`src/rtl/subleq_ctrl_fsm.sv`:
```
// Hardwired sequencer for one SUBLEQ instruction: mem[B] <= mem[B] - mem[A]; if result <= 0 then PC <= C.
// Drives datapath strobes and the memory handshake, with bus-timeout fault and halt-idiom detection.
module subleq_ctrl_fsm #(
  parameter int TIMEOUT_CYCLES = 16,
  parameter int TO_BITS        = 5
) (
  input  logic       CLOCK,
  input  logic       RESET_bar,
  input  logic       run,
  input  logic       mem_ack,
  input  logic       alu_leq,
  input  logic       c_is_self,
  output logic       mem_req,
  output logic       mem_we,
  output logic [1:0] addr_sel,
  output logic       pc_inc,
  output logic       pc_load,
  output logic       ld_a,
  output logic       ld_b,
  output logic       ld_c,
  output logic       ld_x,
  output logic       ld_y,
  output logic       halted,
  output logic       fault,
  output logic       busy
);

  // state    | meaning
  // IDLE     | waiting for run
  // FETCH_A  | read mem[PC] into A, PC++
  // FETCH_B  | read mem[PC] into B, PC++
  // FETCH_C  | read mem[PC] into C, PC++
  // READ_X   | read mem[A] into X
  // READ_Y   | read mem[B] into Y
  // EXEC     | write Y - X to mem[B], latch alu_leq
  // BRANCH   | optional PC <= C, halt check, sample run
  // HALT     | halt idiom executed (absorbing)
  // FAULT    | memory timeout (absorbing)
  typedef enum logic [3:0] {
    S_IDLE,
    S_FETCH_A,
    S_FETCH_B,
    S_FETCH_C,
    S_READ_X,
    S_READ_Y,
    S_EXEC,
    S_BRANCH,
    S_HALT,
    S_FAULT
  } state_t;

  localparam logic [1:0] SEL_PC = 2'd0;
  localparam logic [1:0] SEL_A  = 2'd1;
  localparam logic [1:0] SEL_B  = 2'd2;

  state_t             state_q, state_d;
  logic [TO_BITS-1:0] to_cnt_q, to_cnt_d;
  logic [TO_BITS-1:0] to_cnt_inc;
  logic               br_q, br_d;

  always_ff @(posedge CLOCK or negedge RESET_bar) begin
    if (!RESET_bar) begin
      state_q  <= S_IDLE;
      to_cnt_q <= '0;
      br_q     <= 1'b0;
    end else begin
      state_q  <= state_d;
      to_cnt_q <= to_cnt_d;
      br_q     <= br_d;
    end
  end

  assign to_cnt_inc = to_cnt_q + 1'b1;

  always_comb begin
    state_d  = state_q;
    to_cnt_d = '0;
    br_d     = br_q;
    mem_req  = 1'b0;
    mem_we   = 1'b0;
    addr_sel = SEL_PC;
    pc_inc   = 1'b0;
    pc_load  = 1'b0;
    ld_a     = 1'b0;
    ld_b     = 1'b0;
    ld_c     = 1'b0;
    ld_x     = 1'b0;
    ld_y     = 1'b0;
    halted   = 1'b0;
    fault    = 1'b0;
    busy     = 1'b0;

    case (state_q)
      S_IDLE: begin
        if (run) state_d = S_FETCH_A;
      end
      S_FETCH_A: begin
        mem_req = 1'b1;
        busy    = 1'b1;
        if (mem_ack) begin
          ld_a    = 1'b1;
          pc_inc  = 1'b1;
          state_d = S_FETCH_B;
        end
      end
      S_FETCH_B: begin
        mem_req = 1'b1;
        busy    = 1'b1;
        if (mem_ack) begin
          ld_b    = 1'b1;
          pc_inc  = 1'b1;
          state_d = S_FETCH_C;
        end
      end
      S_FETCH_C: begin
        mem_req = 1'b1;
        busy    = 1'b1;
        if (mem_ack) begin
          ld_c    = 1'b1;
          pc_inc  = 1'b1;
          state_d = S_READ_X;
        end
      end
      S_READ_X: begin
        mem_req  = 1'b1;
        addr_sel = SEL_A;
        busy     = 1'b1;
        if (mem_ack) begin
          ld_x    = 1'b1;
          state_d = S_READ_Y;
        end
      end
      S_READ_Y: begin
        mem_req  = 1'b1;
        addr_sel = SEL_B;
        busy     = 1'b1;
        if (mem_ack) begin
          ld_y    = 1'b1;
          state_d = S_EXEC;
        end
      end
      S_EXEC: begin
        mem_req  = 1'b1;
        mem_we   = 1'b1;
        addr_sel = SEL_B;
        busy     = 1'b1;
        if (mem_ack) begin
          br_d    = alu_leq;
          state_d = S_BRANCH;
        end
      end
      S_BRANCH: begin
        busy = 1'b1;
        // Taken branch back onto itself is the halt idiom; skip the PC load.
        if (br_q && c_is_self) begin
          state_d = S_HALT;
        end else begin
          pc_load = br_q;
          state_d = run ? S_FETCH_A : S_IDLE;
        end
      end
      S_HALT: begin
        halted = 1'b1;
      end
      S_FAULT: begin
        fault = 1'b1;
      end
      default: begin
        state_d = S_IDLE;
      end
    endcase

    // Any state change or ack leaves the counter at zero, so each access starts fresh.
    if (mem_req && !mem_ack) begin
      if (to_cnt_inc == TO_BITS'(TIMEOUT_CYCLES)) begin
        state_d = S_FAULT;
      end else begin
        to_cnt_d = to_cnt_inc;
      end
    end
  end

endmodule

```
`config.mk`:
```
export PLATFORM = sky130hd
export DESIGN_NAME = subleq_ctrl_fsm
export DESIGN_NICKNAME = d
export VERILOG_FILES = /design/src/rtl/subleq_ctrl_fsm.sv
export SDC_FILE = /design/constraint.sdc
export NUM_CORES = 1
export LEC_CHECK = 0
export ABC_CLOCK_PERIOD_IN_PS = 1450
export CORE_MARGIN = 2
export CORE_UTILIZATION = 26
export DETAILED_ROUTE_END_ITERATION = 8
export GPL_TIMING_DRIVEN = 0
export PLACE_DENSITY_LB_ADDON = 0.2
export REMOVE_ABC_BUFFERS = 1
export SLEW_MARGIN = 25
export SYNTH_ARGS = -nofsm -noshare
export SYNTH_HDL_FRONTEND = slang
export SYNTH_SLANG_ARGS = --single-unit
```
`constraint.sdc`:
```
create_clock -name CLOCK -period 1.45 [get_ports CLOCK]
set_input_delay 0.2175 -clock CLOCK [delete_from_list [all_inputs] [get_ports CLOCK]]
set_output_delay 0.2175 -clock CLOCK [all_outputs]
set_load 0.03 [all_outputs]
```
==> flow_summary.yaml, run 1 <==
routing:
  wl_per_cell_um: 14.1
  drt_iter0_drc: 30
  postRouteAntennaNets: 0
  drt_pass1_iterations: 4
  routed_wirelength_um: 2100
  viasPerCell: 5.01
  drc: 0
  vias: 746
cells_and_area:
  syn2layout_area_growth_pct: 70.5
  nets: 126
  finalInstanceArea_mm2: 0.00122
  seq_area_um2: 255
  drive_above_1_share_pct: 58.5
  n_antenna_cell: 0
  multiInputGateArea_um2: 543
  fillers: 266
synth:
  yosysSeqAreaShare_pct: 35.0
  synth_async_sr_flop_share_pct: 100
  syn_area_um2: 716
  syn_inst: 81
  yosys_warnings: 0
  ys.flop_type: "dfrtp_1"
  avgSynthCellArea_um2: 8.84
  synth-edff-count: 0
  ys_types: 36
  ys_ff_latch: 10
floorplanning:
  start_util_pct: 26.6
  die-area_mm2: 0.00319
  num_rows: 19
  io-pin-count: 20
  die_h_um: 56.5
  fp.coreArea_mm2: 0.00269
  die_w_um: 56.5
cts:
  insertion_delay_ns: 0.27
  ctsRootBufferMaster: "clkbuf_4"
  clk_path_buf_depth: 2
  cts_tree: "built"
  cts_num_sinks: 10
  h-tree-depth: 1
  numCtsBuffers: 3
  clkTransAtPathRegs_ns: 0.08
global_routing:
  grt_pass1_wl_um: 3710
  grt_pass1_vias: 780
  grt_antenna_before_repair: 0
  grtUsageTotal_pct: 14.7
  grt_max_degree: 11
  grt.overflow.total: 0
power:
  vdd_drop_max_uv: 1180
  p_leak_nw: 0.525
  powerDensity_mw_per_mm2: 2090
run:
  drv_cap: 0
worst_setup_path:
  critical_path.max_fanout: 8
  rrSetupSlack_ns: -0.13
  required_ns: 1.23
  cp-end-kind: "output port"
  worstSetupPathType: "flip-flop to output port"
  critPathLaunchType: "flip-flop"
  cp_data_arrival_time_ns: 1.45
timing:
  finalCritPeriodShare_pct: 115
  holdWs_ns: 0.256
  rsz0062_at_grt: "true"
  layout_min_cycle_time_ns: 1.67
  finalHoldViolCount: 0
  slew_headroom_pct: 70.0
  setup_violations: 19
  tightest_slew_ns: 0.449
  slew_viol_final: 0
  fmax_ghz: 0.601
  setup_slack_ns: -0.215
  fin_skew_ns: 0.00733
place:
  dp_hpwl_um: 1300
  place_area_um2: 910
  io_buffers: 19
  gp_congestion: 0.736
outcome:
  violations: "setup timing"
  status: "finished, violations left"
worst_hold_path:
  holdCritPathClass: "input pin to async pin"
[placed cells by master, fill, tap and decap left out, drive strengths merged, types with 2 or more instances in the layout]
cell and count:
a21oi 5, buf 32, clkbuf 4, clkdlybuf4s50 4, dfrtp 10, nand2 6
nand2b 4, nand4 2, nor2 16, nor2b 3, nor3 5, o21ai 2
or2 2, or3b 3
[critical path, cell delays in order (launching register included)]
cell     delay (ns)
dfrtp_2        0.48
or3b_4         0.44
nor2_2         0.12
buf_6          0.14
[registers in the layout, indices dropped and copies added (netlist names)]
signal and flops:
br_q 1, to_cnt_q 5, state_q 4
[cell type report]
type | instances | area share (%)
well taps | 31 | 3.18
flip-flops and latches | 10 | 20.9
multi-input cells | 66 | 44.5
clock buffers | 4 | 2.97
repair buffers | 37 | 28.1
inverters | 1 | 0.308
[through the flow]
| step | cells | setup TNS (ns) | power (mW) | utilization [%] | worst slack, ns |
|---|---|---|---|---|---|
| floorplan | 77 | -1.31 | 1.18 | - | -0.270 |
| global placement | 127 | -9.27 | 1.52 | 33.9 | -0.830 |
| detailed placement | 127 | -9.09 | 1.52 | 33.9 | -0.822 |
| CTS | 147 | -1.60 | 2.31 | 41.5 | -0.195 |
| global route | 149 | -3.48 | 2.75 | 45.4 | -0.283 |
| finish | 149 | -1.85 | 2.56 | 45.4 | -0.215 |
[layer usage]
| layer | up-vias | track usage (%) | share of wire, % | wire length (um) |
|---|---|---|---|---|
| li1 | 365 | - | - | - |
| met1 | 356 | 18.8 | 45 | 949 |
| met2 | 23 | 23.4 | 47 | 987 |
| met3 | 2 | 5.76 | 7.6 | 159 |
| met4 | 0 | 2.72 | 0.29 | 6 |
| met5 | - | 0 | 0 | 0 |
[timing repair]
item	in CTS	in global routing
hold endpoints to repair	0	0
gates resized for setup	118	26
cloned	0	0
setup endpoints to repair	17	19
pin swaps	5	8
hold buffers	0	0
setup buffers	16	4
[power breakdown]
| part | internal (mW) | switching, mW | total, mW |
|---|---|---|---|
| combinational | 0.907 | 0.866 | 1.77 |
| clock | 0.153 | 0.105 | 0.257 |
| sequential | 0.375 | 0.150 | 0.525 |
[cell usage after synthesis (all sizes together) (2+ instances only)]
cell	number	area share, %
a21oi	5	3.5
buf	4	4.9
dfrtp	10	35
nand2	6	3.1
nand2b	4	3.5
nand4	2	1.7
nor2	16	8.4
nor2b	3	2.6
nor3	5	4.2
o21ai	2	1.4
or2	2	2.1
or3b	3	3.7
[kinds of logic after synthesis]
kind of cell,Yosys count,share of synthesized area (%)
buf+inv,5,5.42
mux,2,2.97
fa+ha+maj,1,1.75
compound gates,15,17.3
flops,10,35.0
simple gates,46,35.1
xor+xnor,2,2.45
[final timing paths]
check / start / endpoint / cells past startpoint
max: state_q[3]$_DFF_PN0_ / ld_a / 3
min: RESET_bar / to_cnt_q[1]$_DFF_PN0_ / 1
max reg2reg: state_q[1]$_DFF_PN0_ / state_q[0]$_DFF_PN0_ / 6
min reg2reg: to_cnt_q[0]$_DFF_PN0_ / to_cnt_q[0]$_DFF_PN0_ / 1
max in group asynchronous: RESET_bar / state_q[0]$_DFF_PN0_ / 1
min in group CLOCK: mem_ack / state_q[2]$_DFF_PN0_ / 3
No activity file was read; power rests on OpenSTA's default activity.
==> run 2, diff against run 1 <==
Settings changed: CTS_CLUSTER_DIAMETER from default to 30, HOLD_SLACK_MARGIN from default to 0.12.
==> results of run 2 <==
The final DEF is identical to that of run 1; final timing and power are the same.
==> run 3, diff against run 2 <==
Settings changed: GPL_TIMING_DRIVEN 0 to 1.
==> run 3 against run 2 <==
The run still ends with setup timing left. Flip-flop and latch count did not move. Maximum frequency increased by 2.0%. Utilization increased by 2.7 points. Sequential power is 2% higher. Total power down 1.2%. Non-clock buffer count up 5. Die area unchanged. Register-to-register slack barely moved. Cell count grew 2.7%. Clock power is 30% lower.
==> flow_summary.yaml, run 3 (synthesis gave the netlist of run 1 again) <==
timing:
  layout_min_cycle_time_ns: 1.63
  tightest_slew_ns: 0.457
  finalCritPeriodShare_pct: 113
  slew_headroom_pct: 69.5
  fin_skew_ns: 0.00178
  finalHoldViolCount: 0
  fmax_ghz: 0.612
  setup_violations: 20
  setup_slack_ns: -0.183
  rsz0062_at_grt: "true"
  tns_ns: -1.76
  slew_viol_final: 0
cells_and_area:
  top_register: "to_cnt_q"
  finalInstanceArea_mm2: 0.00129
  seq_area_um2: 255
  syn2layout_area_growth_pct: 80.8
  final_cell_mix: "20 x buf_4, 17 x buf_6, 8 x nor2_1, 6 x dfrtp_1"
  nets: 131
  drive_above_1_share_pct: 63.9
  fillers: 260
  multiInputGateArea_um2: 582
  fin_cells: 153
  reg_top3: "to_cnt_q: 5 flops, state_q: 4 flops, br_q: 1 flops"
  final_common_cell: "buf_4"
  n_antenna_cell: 0
  largest_reg_flops: 5
worst_setup_path:
  cp_data_arrival_time_ns: 1.42
  max_stage_delay_ns: 0.45
  worstPathCellList: "or3b_4 -> nor2_2 -> buf_6"
  required_ns: 1.23
  cp-end-kind: "output port"
  critical_path.max_fanout: 4
  critPathLaunchType: "flip-flop"
  worstSetupPathType: "flip-flop to output port"
  worst_path_max_delay_cell: "dfrtp_2"
place:
  dpl.cell_count: 139
  dp_hpwl_um: 1440
  gp_congestion: 0.761
  io_buffers: 19
  place_area_um2: 965
global_routing:
  grt_max_degree: 11
  grt_pass1_vias: 783
  grtUsageTotal_pct: 14.4
  grt_antenna_before_repair: 0
  grt.overflow.total: 0
  grt_pass1_wl_um: 3610
routing:
  drt_pass1_iterations: 4
  drc: 0
  drt_iter0_drc: 20
  routed_wirelength_um: 2200
  postRouteAntennaNets: 0
  vias: 765
  wl_per_cell_um: 14.4
  viasPerCell: 5.00
power:
  switching_share_pct: 45.1
  p_seq_share_pct: 21.1
  p_comb_share_pct: 71.8
  powerDensity_mw_per_mm2: 1950
  switchingPower_mw: 1.14
  vdd_drop_max_uv: 1310
  internal-power_mw: 1.39
  p_clk_share_pct: 7.1
  p_leak_nw: 0.554
cts:
  ctsRootBufferMaster: "clkbuf_4"
  numCtsBuffers: 3
  h-tree-depth: 1
  insertion_delay_ns: 0.26
  hold_buffers: 0
  clkTransAtPathRegs_ns: 0.06
  cts_tree: "built"
  clk_path_buf_depth: 2
  cts_num_sinks: 10
floorplanning:
  num_rows: 19
  die_w_um: 56.5
  fp.coreArea_mm2: 0.00269
  die-area_mm2: 0.00319
  die_h_um: 56.5
  io-pin-count: 20
  start_util_pct: 26.6
outcome:
  violations: "setup timing"
  status: "finished, violations left"
run:
  drv_cap: 0
worst_hold_path:
  holdCritPathClass: "input pin to async pin"
## run 3: changes by cell type in the layout (fill, tap and decap cells not counted), sizes merged
cell / before / now
dlygate4sd2: 1 / 0
buf: 32 / 37
clkdlybuf4s50: 4 / 5
clkbuf: 4 / 3
## run 3: power by group through the flow
stage	logic, mW	clock network, mW	registers (mW)
final	1.81	0.179	0.533
after global routing	1.94	0.213	0.548
after CTS	1.56	0.191	0.521
after detailed placement	1.18	0	0.497
after global placement	1.18	0	0.500
after floorplan	0.672	0	0.505
## run 3: layer usage
| metal | wire [um] | track usage [%] |
|---|---|---|
| met4 | 27 | 5.78 |
| met1 | 915 | 18.4 |
| met2 | 1150 | 24.4 |
| met3 | 107 | 1.84 |
| met5 | 0 | 0 |
## run 3: final timing paths
kind                                        from  slack, ns                     to  cells past startpoint
setup / recovery            state_q[3]$_DFF_PN0_      -0.18                   ld_a                      3
hold / removal                         RESET_bar       0.28  to_cnt_q[0]$_DFF_PN0_                      1
setup reg to reg            state_q[3]$_DFF_PN0_      -0.12   state_q[0]$_DFF_PN0_                      5
hold reg to reg            to_cnt_q[0]$_DFF_PN0_       0.52  to_cnt_q[0]$_DFF_PN0_                      1
max in group asynchronous              RESET_bar       0.83   state_q[1]$_DFF_PN0_                      1
min in group CLOCK         to_cnt_q[0]$_DFF_PN0_       0.52  to_cnt_q[0]$_DFF_PN0_                      1
## run 3: final cells by class
cell class	count	area share, %
inverters	1	0.290
multi-input cells	66	45.0
repair buffers	42	30.3
well taps	31	3.00
flip-flops and latches	10	19.7
clock buffers	3	1.74
## run 3: timing repair
action,in CTS,in global routing
pin swaps,8,7
resized for setup,33,28
setup endpoints to repair,16,23
hold endpoints to repair,0,0
buffers inserted,8,4
## run 3: worst max-delay path: cells and delay by family (launching register included)
kind,cells,cell delay (ns)
buf+inv,1,0.14
flops,1,0.45
simple gates,2,0.57
## run 3: through the flow
step | utilization (%) | worst slack [ns] | hold slack, ns | power (mW)
2_1_floorplan | - | -0.270 | -0.0781 | 1.18
3_3_place_gp | 35.9 | -0.171 | 0.494 | 1.68
3_5_place_dp | 35.9 | -0.192 | 0.499 | 1.68
4_1_cts | 43.3 | -0.170 | 0.283 | 2.27
5_1_grt | 48.2 | -0.236 | 0.302 | 2.70
6_report | 48.2 | -0.183 | 0.277 | 2.53
